`config.mk`:
```
export PLATFORM = sky130hd
export DESIGN_NAME = nfca_rx_miller_decode_flat
export DESIGN_NICKNAME = d
export VERILOG_FILES = /design/src/rtl/nfca_rx_miller_decode_if.sv /design/src/rtl/nfca_rx_miller_decode.sv /design/src/flat_wrapper.sv
export SDC_FILE = /design/constraint.sdc
export NUM_CORES = 1
export LEC_CHECK = 0
export CAP_MARGIN = 20
export CORE_UTILIZATION = 59
export DETAILED_ROUTE_END_ITERATION = 8
export PLACE_DENSITY = 0.78
export SYNTH_ARGS = -nofsm -noshare
export SYNTH_HDL_FRONTEND = slang
export SYNTH_SLANG_ARGS = --single-unit
```
`constraint.sdc`:
```
create_clock -name clk -period 1.9 [get_ports clk]
set_input_delay 0.38 -clock clk [delete_from_list [all_inputs] [get_ports clk]]
set_output_delay 0.38 -clock clk [all_outputs]
set_load 0.02 [all_outputs]
```
`src/rtl/nfca_rx_miller_decode_if.sv`:
```
// Purpose: bundles the raw pause input and decoded frame events of the NFC-A Miller decoder.
// Latency: none, wires only.
// Backpressure: none; the decoded events are single-clk pulses and the consumer must sample every clk.
// Ports: rf_pause (envelope detector, 1 = carrier absent) and rx_sof/rx_valid/rx_bit/rx_eof/rx_err/rx_busy.
// The master modport is the decoder. The slave modport is the side that supplies rf_pause
// and consumes the decoded events.
interface nfca_rx_miller_decode_if;
  logic rf_pause;
  logic rx_sof;
  logic rx_valid;
  logic rx_bit;
  logic rx_eof;
  logic rx_err;
  logic rx_busy;

  modport master (
    input  rf_pause,
    output rx_sof, rx_valid, rx_bit, rx_eof, rx_err, rx_busy
  );

  modport slave (
    output rf_pause,
    input  rx_sof, rx_valid, rx_bit, rx_eof, rx_err, rx_busy
  );
endinterface

```
`src/rtl/nfca_rx_miller_decode.sv`:
```
// Purpose: decodes the ISO14443-A reader-to-card modified-Miller pause stream into SOF, data bits and EOF.
// Latency: event pulses appear one clk after slot offset 576. The 2-flop synchronizer adds 2 clks,
//          plus 8 clks when the glitch filter is enabled.
// Backpressure: none; every output is a registered single-clk pulse, except rx_busy, which is a level.
// Ports: clk, rst (async, active high), bus (master modport: rf_pause in, rx_* out).
// Build option: define NFCA_RX_GLITCH_FILTER_EN to ignore pauses shorter than 8 clks.
module nfca_rx_miller_decode #(
  parameter int TOL       = 48,
  parameter int MAX_PAUSE = 320
) (
  input  logic                           clk,
  input  logic                           rst,
  nfca_rx_miller_decode_if.master        bus
);

  typedef enum logic {IDLE, RX} state_t;

  localparam logic [9:0] SLOT_LAST = 10'd767;
  localparam logic [9:0] SLOT_MID  = 10'd384;
  localparam logic [9:0] CLASS_AT  = 10'd576;
  localparam logic [9:0] Z_LO      = 10'(768 - TOL);
  localparam logic [9:0] Z_HI      = 10'(TOL);
  localparam logic [9:0] X_LO      = 10'(384 - TOL);
  localparam logic [9:0] X_HI      = 10'(384 + TOL);
  localparam logic [8:0] PLEN_LAST = 9'(MAX_PAUSE - 1);

  logic [1:0] sync_q;
  logic       p;
  logic       p_d;
  logic       pause_edge;

  always_ff @(posedge clk or posedge rst) begin
    if (rst) sync_q <= 2'b00;
    else     sync_q <= {sync_q[0], bus.rf_pause};
  end

`ifdef NFCA_RX_GLITCH_FILTER_EN
  // p only follows the synchronized input after it has disagreed with p for 8 clks in a row.
  logic [2:0] filt_cnt;
  logic       p_filt;

  always_ff @(posedge clk or posedge rst) begin
    if (rst) begin
      filt_cnt <= 3'd0;
      p_filt   <= 1'b0;
    end else if (sync_q[1] != p_filt) begin
      if (filt_cnt == 3'd7) begin
        p_filt   <= sync_q[1];
        filt_cnt <= 3'd0;
      end else begin
        filt_cnt <= filt_cnt + 3'd1;
      end
    end else begin
      filt_cnt <= 3'd0;
    end
  end

  assign p = p_filt;
`else
  assign p = sync_q[1];
`endif

  // p_d tracks p on every clk. After an abort during a long pause, a new SOF therefore
  // needs p to return to 0 and then rise again.
  assign pause_edge = p & ~p_d;

  state_t     state;
  logic [9:0] cnt;
  logic [8:0] pause_len;
  logic       flag_z;
  logic       flag_x;
  logic       prev;
  logic       sof_slot;
  logic       sof_r, valid_r, bit_r, eof_r, err_r, busy_r;

  logic win_z, win_x, plen_hit;
  assign win_z    = (cnt >= Z_LO) || (cnt <= Z_HI);
  assign win_x    = (cnt >= X_LO) && (cnt <= X_HI);
  assign plen_hit = p && (pause_len == PLEN_LAST);

  always_ff @(posedge clk or posedge rst) begin
    if (rst) begin
      state     <= IDLE;
      cnt       <= 10'd0;
      pause_len <= 9'd0;
      flag_z    <= 1'b0;
      flag_x    <= 1'b0;
      prev      <= 1'b0;
      sof_slot  <= 1'b0;
      p_d       <= 1'b0;
      sof_r     <= 1'b0;
      valid_r   <= 1'b0;
      bit_r     <= 1'b0;
      eof_r     <= 1'b0;
      err_r     <= 1'b0;
      busy_r    <= 1'b0;
    end else begin
      p_d     <= p;
      sof_r   <= 1'b0;
      valid_r <= 1'b0;
      eof_r   <= 1'b0;
      err_r   <= 1'b0;

      case (state)
        IDLE: begin
          cnt       <= 10'd0;
          pause_len <= 9'd0;
          flag_z    <= 1'b0;
          flag_x    <= 1'b0;
          prev      <= 1'b0;
          sof_slot  <= 1'b0;
          if (pause_edge) begin
            state    <= RX;
            busy_r   <= 1'b1;
            flag_z   <= 1'b1;
            sof_slot <= 1'b1;
          end
        end

        RX: begin
          // Free-running slot timer. Pause edges below re-align it to the reader's grid.
          if (cnt == SLOT_LAST) begin
            cnt    <= 10'd0;
            flag_z <= 1'b0;
            flag_x <= 1'b0;
          end else begin
            cnt <= cnt + 10'd1;
          end

          if (p) pause_len <= pause_len + 9'd1;
          else   pause_len <= 9'd0;

          if (plen_hit) begin
            state  <= IDLE;
            busy_r <= 1'b0;
            err_r  <= 1'b1;
          end else if (pause_edge) begin
            if (win_z) begin
              // An edge just before the wrap starts the next slot early, so the old X flag is dropped.
              cnt    <= 10'd0;
              flag_z <= 1'b1;
              if (cnt >= Z_LO) flag_x <= 1'b0;
            end else if (win_x) begin
              cnt    <= SLOT_MID;
              flag_x <= 1'b1;
            end else begin
              state  <= IDLE;
              busy_r <= 1'b0;
              err_r  <= 1'b1;
            end
          end else if (cnt == CLASS_AT) begin
            if (flag_z && flag_x) begin
              state  <= IDLE;
              busy_r <= 1'b0;
              err_r  <= 1'b1;
            end else if (sof_slot) begin
              sof_r    <= 1'b1;
              sof_slot <= 1'b0;
            end else if (flag_x) begin
              valid_r <= 1'b1;
              bit_r   <= 1'b1;
              prev    <= 1'b1;
            end else if (flag_z) begin
              if (prev) begin
                state  <= IDLE;
                busy_r <= 1'b0;
                err_r  <= 1'b1;
              end else begin
                valid_r <= 1'b1;
                bit_r   <= 1'b0;
              end
            end else if (prev) begin
              valid_r <= 1'b1;
              bit_r   <= 1'b0;
              prev    <= 1'b0;
            end else begin
              eof_r  <= 1'b1;
              state  <= IDLE;
              busy_r <= 1'b0;
            end
          end
        end

        default: begin
          state  <= IDLE;
          busy_r <= 1'b0;
        end
      endcase
    end
  end

  assign bus.rx_sof   = sof_r;
  assign bus.rx_valid = valid_r;
  assign bus.rx_bit   = bit_r;
  assign bus.rx_eof   = eof_r;
  assign bus.rx_err   = err_r;
  assign bus.rx_busy  = busy_r;

endmodule

```
`src/flat_wrapper.sv`:
```
// flat-port wrapper written by rule: the top's interface ports become plain ports
module nfca_rx_miller_decode_flat 
#(
  parameter int TOL       = 48,
  parameter int MAX_PAUSE = 320
)
  (clk, rst, bus_rf_pause, bus_rx_sof, bus_rx_valid, bus_rx_bit, bus_rx_eof, bus_rx_err, bus_rx_busy);
  nfca_rx_miller_decode_if bus_i ();
  input  logic clk;
  input  logic rst;
  input wire logic [$bits(bus_i.rf_pause)-1:0] bus_rf_pause;
  output wire logic [$bits(bus_i.rx_sof)-1:0] bus_rx_sof;
  output wire logic [$bits(bus_i.rx_valid)-1:0] bus_rx_valid;
  output wire logic [$bits(bus_i.rx_bit)-1:0] bus_rx_bit;
  output wire logic [$bits(bus_i.rx_eof)-1:0] bus_rx_eof;
  output wire logic [$bits(bus_i.rx_err)-1:0] bus_rx_err;
  output wire logic [$bits(bus_i.rx_busy)-1:0] bus_rx_busy;
  assign bus_i.rf_pause = bus_rf_pause;
  assign bus_rx_sof = bus_i.rx_sof;
  assign bus_rx_valid = bus_i.rx_valid;
  assign bus_rx_bit = bus_i.rx_bit;
  assign bus_rx_eof = bus_i.rx_eof;
  assign bus_rx_err = bus_i.rx_err;
  assign bus_rx_busy = bus_i.rx_busy;
  nfca_rx_miller_decode #(.TOL(TOL), .MAX_PAUSE(MAX_PAUSE)) u_core (.clk(clk), .rst(rst), .bus(bus_i));
endmodule
```
==> out/results.env, run 1 <==
POWER.DENSITY_mW_PER_MM2=866
CLOCK-SKEW-FINAL_NS=0.00881
SETUP_WS_NS=0.137
ARRIVAL_NS=2.01
CLKTRANSATPATHREGS_NS=0.10
SYNTH_ENABLE_FLOP_CELLS=0
FINAL_LAYOUT_NET_COUNT=199
DETAIL_ROUTE.VIAS_PER_CELL=5.98
VIOLATIONS_IN_THE_FINAL_REPORTS='design-rule violations'
GRT_MAX_DEGREE=34
FINAL_LAYOUT_SIZE_SUFFIX_GT1_SHARE_PCT=12.1
FINALSETUPVIOLATIONS=0
IO_BUFFERS=8
CRIT_PATH_START_KIND='flop'
ANTENNA_LEFT=0
CLKLATENCYLATEPIN_NS=0.35
SYNTH.TOP_CELLS.BY_AREA='dfrtp_1, nor2_1, ha_1'
GRT_PASS1_VIAS=1332
GRT_FIRST_PASS_WIRELENGTH_UM=5800
STATUS='finished, violations left'
VIA_COUNT=1321
CLOCK_TREE_FROM_TRITONCTS='yes'
WORST_VDD_DROP_mV=0.556
TIMING.CRITICAL_PATH.TO_TYPE='flop'
FINALWORSTPATHREQUIREDPERIOD_NS=1.76
YOSYSUNIQUECELLTYPES=47
MAX_CLOCK_FREQ_MHz=567
RSZ0062_AT_GRT='no'
INSTANCES_NO_FILL=221
AREA_OF_THE_CORE_MM2=0.00281
YOSYS_REGISTER_BITS=33
DRT_ITER0_DRC=52
WEIGHTED_CONGESTION_REPORTED_AT_THE_END_OF_ROUTABILITY_DRIVEN_PLACEMENT=0.897
CTS.ROOT.BUFFER_CELL='clkbuf_4'
OVERFLOW_LEFT_AFTER_GLOBAL_ROUTING=0
FINALPOWER_mW=1.71
CRIT_PATH_START='u_core.cnt[0]'
NUMCTSBUFFERS=5
DPL_CELL_AREA_MM2=0.00188
REG2REG_FROM='u_core.cnt[0]'
DETAIL_ROUTE.FIRST_PASS.ITERATIONS=6
ROUTEDWLPERCELL_UM=15.4
TIMING.CRITICAL_PATH.FANOUT_MAX=7
SETUP.WORST_PATH.END='u_core.bus.rx_busy'
IOS=9
DP.CELLS=213
SYNTHDOMINANTAREACELLTYPE='dfrtp_1'
MAXSLEWVIOLCOUNT=0
CTS_MAX_LEVEL=2
CTS.PATH.MAX_BUFFERS=2
SYN-NUM-NETS=189
SYNTH_ASYNC_SR_FLOP_SHARE_PCT=100
HOLD_CLASS='flop to flop'
WORST_SLEW_PIN_SLEW_NS=0.412
DIE_X_UM=57.0
YOSYS_WARNINGS=0
PLACE_WS_NS=0.146
GRTUSAGETOTAL_PCT=23.8
FINALHOLDVIOLCOUNT=0
SYN_INST=179
POSTROUTEWIRELENGTH_UM=3400
WORST-SETUP-PATH-TYPE='flop to flop'
COMMONEST_REGISTER_CELL_AFTER_SYNTHESIS='dfrtp_1'
SYNTH_TOP_CELL_AREA_SHARE_PCT=46.3
FINAL.PERIOD_UTILIZATION_PCT=92.8
FINALSETUPTNS_NS=0
CTS_RESIZED=0
CP.REQUIRED_NS=2.14
CORE.ROWCOUNT=19
SYNTH-SEQ-AREA-SHARE_PCT=46.3
FLOW.AREA_GROWTH_FROM_SYNTHESIS_PCT=10.9
RELSLEWSLACK_PCT=72.5
CLOCK_SINK_COUNT=33
DRC=2
GRT_ANTENNA_BEFORE_REPAIR=0
CTSHOLDBUFFERS=0
DIE_H_UM=57.0
FILLCELLCOUNT=214
SYNTHESIS.AREA_PER_INSTANCE_UM2=9.95
R2R_END='u_core.bus.rx_busy'
FIN_AREA_MM2=0.00198
WORST-R2R-CELL-COUNT=6
STATIC-LEAKAGE-POWER_nW=0.916
ANT_CELLS=0
HPWL_UM=2330
SYN_AREA_MM2=0.00178
INITIAL_CORE_UTILIZATION_PCT=63.5
REG2REG_SETUP_SLACK_NS=0.14
MAXCAPVIOLATIONS=0
DIE-AREA_MM2=0.00324
POSTCTSSETUPBUFFERS=0
## worst max-delay path: stages (launching register included)
cell and delay (ns):
dfrtp_1 0.41, inv_1 0.08, ha_1 0.15, nor3b_4 0.22, nand4b_2 0.25, nor3b_1 0.22
o32a_1 0.32
## cell usage in the layout, fill, tap and decap left out, types with 5 or more instances in the layout
cell	instances
nand2_1	15
clkdlybuf4s50_1	8
nand3_1	7
xnor2_1	5
a21oi_1	5
xor2_1	9
clkbuf_4	5
dfrtp_1	33
nor2_1	29
inv_1	8
ha_1	7
## cell usage after synthesis, types with 2 or more instances
master,instances
dfrtp_1,33
a31oi_1,4
nand3_1,7
xnor2_1,5
o21ai_0,3
a21oi_1,5
mux2i_1,4
nand4_1,3
xor2_1,9
nor2_1,29
clkbuf_1,3
inv_1,8
buf_6,2
and3_1,3
nand2_1,15
o21a_1,2
buf_2,3
nor2b_1,4
o21ai_1,2
ha_1,7
nor4_1,2
## how the worst min path moves through the flow
stage                          start                to  cells after the start
finish              u_core.sync_q[0]  u_core.sync_q[1]                      0
global route        u_core.sync_q[0]  u_core.sync_q[1]                      0
CTS                 u_core.sync_q[0]  u_core.sync_q[1]                      0
detailed placement  u_core.sync_q[0]  u_core.sync_q[1]                      0
global placement    u_core.sync_q[0]  u_core.sync_q[1]                      0
floorplan           u_core.sync_q[0]  u_core.sync_q[1]                      0
## metrics by stage
stage,hold WS [ns],util [%]
final,0.360,70.4
after global routing,0.369,70.4
after CTS,0.364,69.9
after detailed placement,0.340,66.9
after global placement,0.336,66.9
after floorplan,0.331,-
## layer usage
| layer | GRT usage, % | part of all wire (%) | wire (um) | vias to the layer above |
|---|---|---|---|---|
| met2 | 38.0 | 47 | 1610 | 35 |
| met5 | 0 | 0 | 0 | - |
| met3 | 8.62 | 6.3 | 215 | 11 |
| met4 | 11.1 | 3.1 | 104 | 0 |
| met1 | 29.0 | 43 | 1460 | 642 |
| li1 | - | - | - | 633 |
## logic make-up (layout without fill, tap and decap cells)
family                     Yosys count  after routing  share of synthesized area [%]
muxes                                4              4                           2.25
xor gates and xnor gates            14             14                           6.88
DFF                                 33             33                           46.3
buffers and inverters               17             28                           4.70
adders and majority gates            7              7                           4.92
and+or+nand+nor                     80             80                           25.4
AOI/OAI and AO/OA                   24             24                           9.48
## flip-flops by register name, summed over array words and instances, names as in the netlist
name,count
u_core.cnt,10
u_core.pause_len,9
u_core.sync_q,2
u_core.bus.rx_bit,1
u_core.bus.rx_busy,1
u_core.bus.rx_eof,1
u_core.bus.rx_err,1
u_core.bus.rx_sof,1
u_core.bus.rx_valid,1
u_core.flag_x,1
u_core.flag_z,1
u_core.p_d,1
u_core.prev,1
u_core.sof_slot,1
u_core.state,1
## layout make-up
type                    instances  area (um2)  area share, %
multi-input cells             129         886           44.8
flip-flops and latches         33         826           41.8
repair buffers                 12         110           5.57
clock buffers                   7        55.1           2.79
well taps                      31        38.8           1.96
clock inverters                 1        30.0           1.52
inverters                       8        30.0           1.52
## power by group
part	switching (mW)	internal, mW	leakage [nW]	total, mW
clock network	0.247	0.314	0.0455	0.561
logic	0.167	0.145	0.432	0.312
registers	0.0741	0.764	0.439	0.838
(Power assumes the default switching activity.)
==> inputs of run 2 (changes only) <==
GPL_TIMING_DRIVEN = 0   (was not set)
==> run 2 against run 1 <==
Compared with the run above: highest routed layer unchanged; critical path depth up 1; via count is 1.6% higher; first-iteration DRC count shrank 23%; critical path type unchanged; count of clock-buffer cells in the layout stayed put; hold slack gained 0.010 ns; the run still ends with design-rule violations left; design area up 1.1%; core utilization increased by 0.80 points.
==> out/results.env, run 2 (synthesis results as in run 1) <==
STATIC-LEAKAGE-POWER_nW=0.930  # +1.5%
VIOLATIONS_IN_THE_FINAL_REPORTS='design-rule violations'
CLKLATENCYLATEPIN_NS=0.33  # -0.02 ns
IO_BUFFERS=8  # unchanged
WEIGHTED_CONGESTION_REPORTED_AT_THE_END_OF_ROUTABILITY_DRIVEN_PLACEMENT=0.878  # -2.2%
GRT_PASS1_VIAS=1331  # -0.075%
FILLCELLCOUNT=217  # +1.4%
DETAIL_ROUTE.VIAS_PER_CELL=5.96  # -0.22%
CTS_MAX_LEVEL=2  # unchanged
GRT_MAX_DEGREE=23  # -32%
PLACE_WS_NS=0.0802  # -0.0659 ns
STATUS='finished, violations left'
MAX_CLOCK_FREQ_MHz=550  # -3.0%
HPWL_UM=2370  # +2.0%
DETAIL_ROUTE.FIRST_PASS.ITERATIONS=6  # unchanged
CLKTRANSATPATHREGS_NS=0.10  # about the same
TIMING.CRITICAL_PATH.FANOUT_MAX=6  # -1
FINAL_LAYOUT_SIZE_SUFFIX_GT1_SHARE_PCT=13.4  # +1.3 points
HOLD_CLASS='flop to flop'
MAXSLEWVIOLCOUNT=0  # unchanged
CP.REQUIRED_NS=2.13  # about the same
GRTUSAGETOTAL_PCT=23.1  # -0.70 points
CTS.ROOT.BUFFER_CELL='clkbuf_4'
ANT_CELLS=0  # unchanged
FINAL.PERIOD_UTILIZATION_PCT=95.6  # +2.8 points
POWER.DENSITY_mW_PER_MM2=762  # -12%
INITIAL_CORE_UTILIZATION_PCT=63.5  # unchanged
ROUTEDWLPERCELL_UM=14.9  # -3.1%
FINALWORSTPATHREQUIREDPERIOD_NS=1.82  # +0.0541 ns
AREA_OF_THE_CORE_MM2=0.00281  # unchanged
RSZ0062_AT_GRT='yes'
MOSTFREQUENTLAYOUTCELLS='dfrtp_1, nor2_1, nand2_1'
DRT_ITER0_DRC=40  # -23%
FINALPOWER_mW=1.52  # -11%
WORST_SLEW_PIN_SLEW_NS=0.527  # +0.115 ns
CTS.PATH.MAX_BUFFERS=2  # unchanged
MOST_FREQUENT_STANDARD_CELL_IN_THE_LAYOUT_EXCLUDING_FILL_AND_TAP_CELLS='dfrtp_1'
SETUP_WS_NS=0.0827  # -0.0541 ns
DIE_H_UM=57.0  # unchanged
MAXCAPVIOLATIONS=0  # unchanged
CTSHOLDBUFFERS=0  # unchanged
RELSLEWSLACK_PCT=64.8  # -7.7 points
DRC=2  # unchanged
FINALSETUPTNS_NS=0  # unchanged
OVERFLOW_LEFT_AFTER_GLOBAL_ROUTING=0  # unchanged
NUMCTSBUFFERS=5  # unchanged
CRIT_PATH_START_KIND='flop'
FINAL_LAYOUT_NET_COUNT=204  # +2.5%
CLOCK-SKEW-FINAL_NS=0.0144  # +0.00557 ns
POSTROUTEWIRELENGTH_UM=3350  # -1.4%
ARRIVAL_NS=2.04  # +0.03 ns
WORST_VDD_DROP_mV=0.471  # -15%
FINALHOLDVIOLCOUNT=0  # unchanged
CLOCK_SINK_COUNT=33  # unchanged
ANTENNA_LEFT=0  # unchanged
FLOW.AREA_GROWTH_FROM_SYNTHESIS_PCT=12.1
WORST-SETUP-PATH-TYPE='flop to flop'
TOP_REGISTER='u_core.cnt'
VIA_COUNT=1342  # +1.6%
BIGGESTREGSBYFLOPS='u_core.cnt: 10 flops, u_core.pause_len: 9 flops, u_core.sync_q: 2 flops'
IOS=9  # unchanged
CLOCK_TREE_FROM_TRITONCTS='yes'
TIMING.CRITICAL_PATH.TO_TYPE='flop'
DIE_X_UM=57.0  # unchanged
GRT_ANTENNA_BEFORE_REPAIR=0  # unchanged
LARGEST_REGISTER_FF_COUNT=10  # unchanged
DIE-AREA_MM2=0.00324  # unchanged
CORE.ROWCOUNT=19  # unchanged
FINALSETUPVIOLATIONS=0  # unchanged
GRT_FIRST_PASS_WIRELENGTH_UM=5780  # -0.36%
## run 2: layer usage
layer / routed length, um / GRT usage, % / part of all wire (%)
met5: 0 / 0 / 0
met4: 51 / 9.41 / 1.5
met3: 170 / 6.58 / 5.1
met2: 1630 / 38.3 / 49
met1: 1500 / 28.7 / 45
## run 2: final timing paths
path / cells past startpoint / start / slack (ns) / to
max: 7 / u_core.pause_len[0] / 0.08 / u_core.bus.rx_busy
min: 0 / u_core.sync_q[0] / 0.37 / u_core.sync_q[1]
max reg2reg: 7 / u_core.pause_len[0] / 0.08 / u_core.bus.rx_busy
min reg2reg: 0 / u_core.sync_q[0] / 0.37 / u_core.sync_q[1]
max in group asynchronous: 3 / rst / 1.02 / u_core.cnt[3]
min in group asynchronous: 2 / rst / 0.39 / u_core.sync_q[0]
## run 2: stage by stage
step | utilization [%] | instance area [um2] | instances | hold WS (ns)
finish | 71.2 | 2000 | 225 | 0.370
global route | 71.2 | 2000 | 225 | 0.377
CTS | 70.7 | 1980 | 226 | 0.374
detailed placement | 68.7 | 1930 | 219 | 0.353
global placement | 67.8 | 1900 | 218 | 0.339
floorplan | - | 1780 | 179 | 0.331
## run 2: final cells by class
type                       count  area [um2]  area share, %
multi-input combinational    129         891           44.6
sequential                    33         826           41.3
timing repair buffer           9         108           5.39
clock buffer                   7        55.1           2.76
buffer                         8        50.0           2.50
tap                           31        38.8           1.94
inverter                       8        30.0           1.50
## run 2: where the power goes
part           internal, mW  switching [mW]  total (mW)  leakage (nW)
registers             0.764          0.0755       0.839         0.439
clock network         0.175           0.223       0.397        0.0314
logic                 0.129           0.157       0.286         0.460
total                  1.07           0.455        1.52         0.930
## run 2: critical path, cell delays in order, from the launching register on
cell and delay (ns):
dfrtp_1 0.39, ha_2 0.22, and4_4 0.25, and3_4 0.18, buf_6 0.12, a211o_4 0.13
nand2_2 0.08, o32a_1 0.36
## run 2: timing repair
item	in CTS	in global routing
endpoints found under the hold margin	0	0
buffers inserted	0	0
setup endpoints to repair	0	6
gates resized for setup	0	3
==> inputs of run 3 (changes only) <==
CORE_MARGIN = 1   (was not set)
==> results of run 3 <==
Final layout, timing and power as in run 2 (identical DEF).
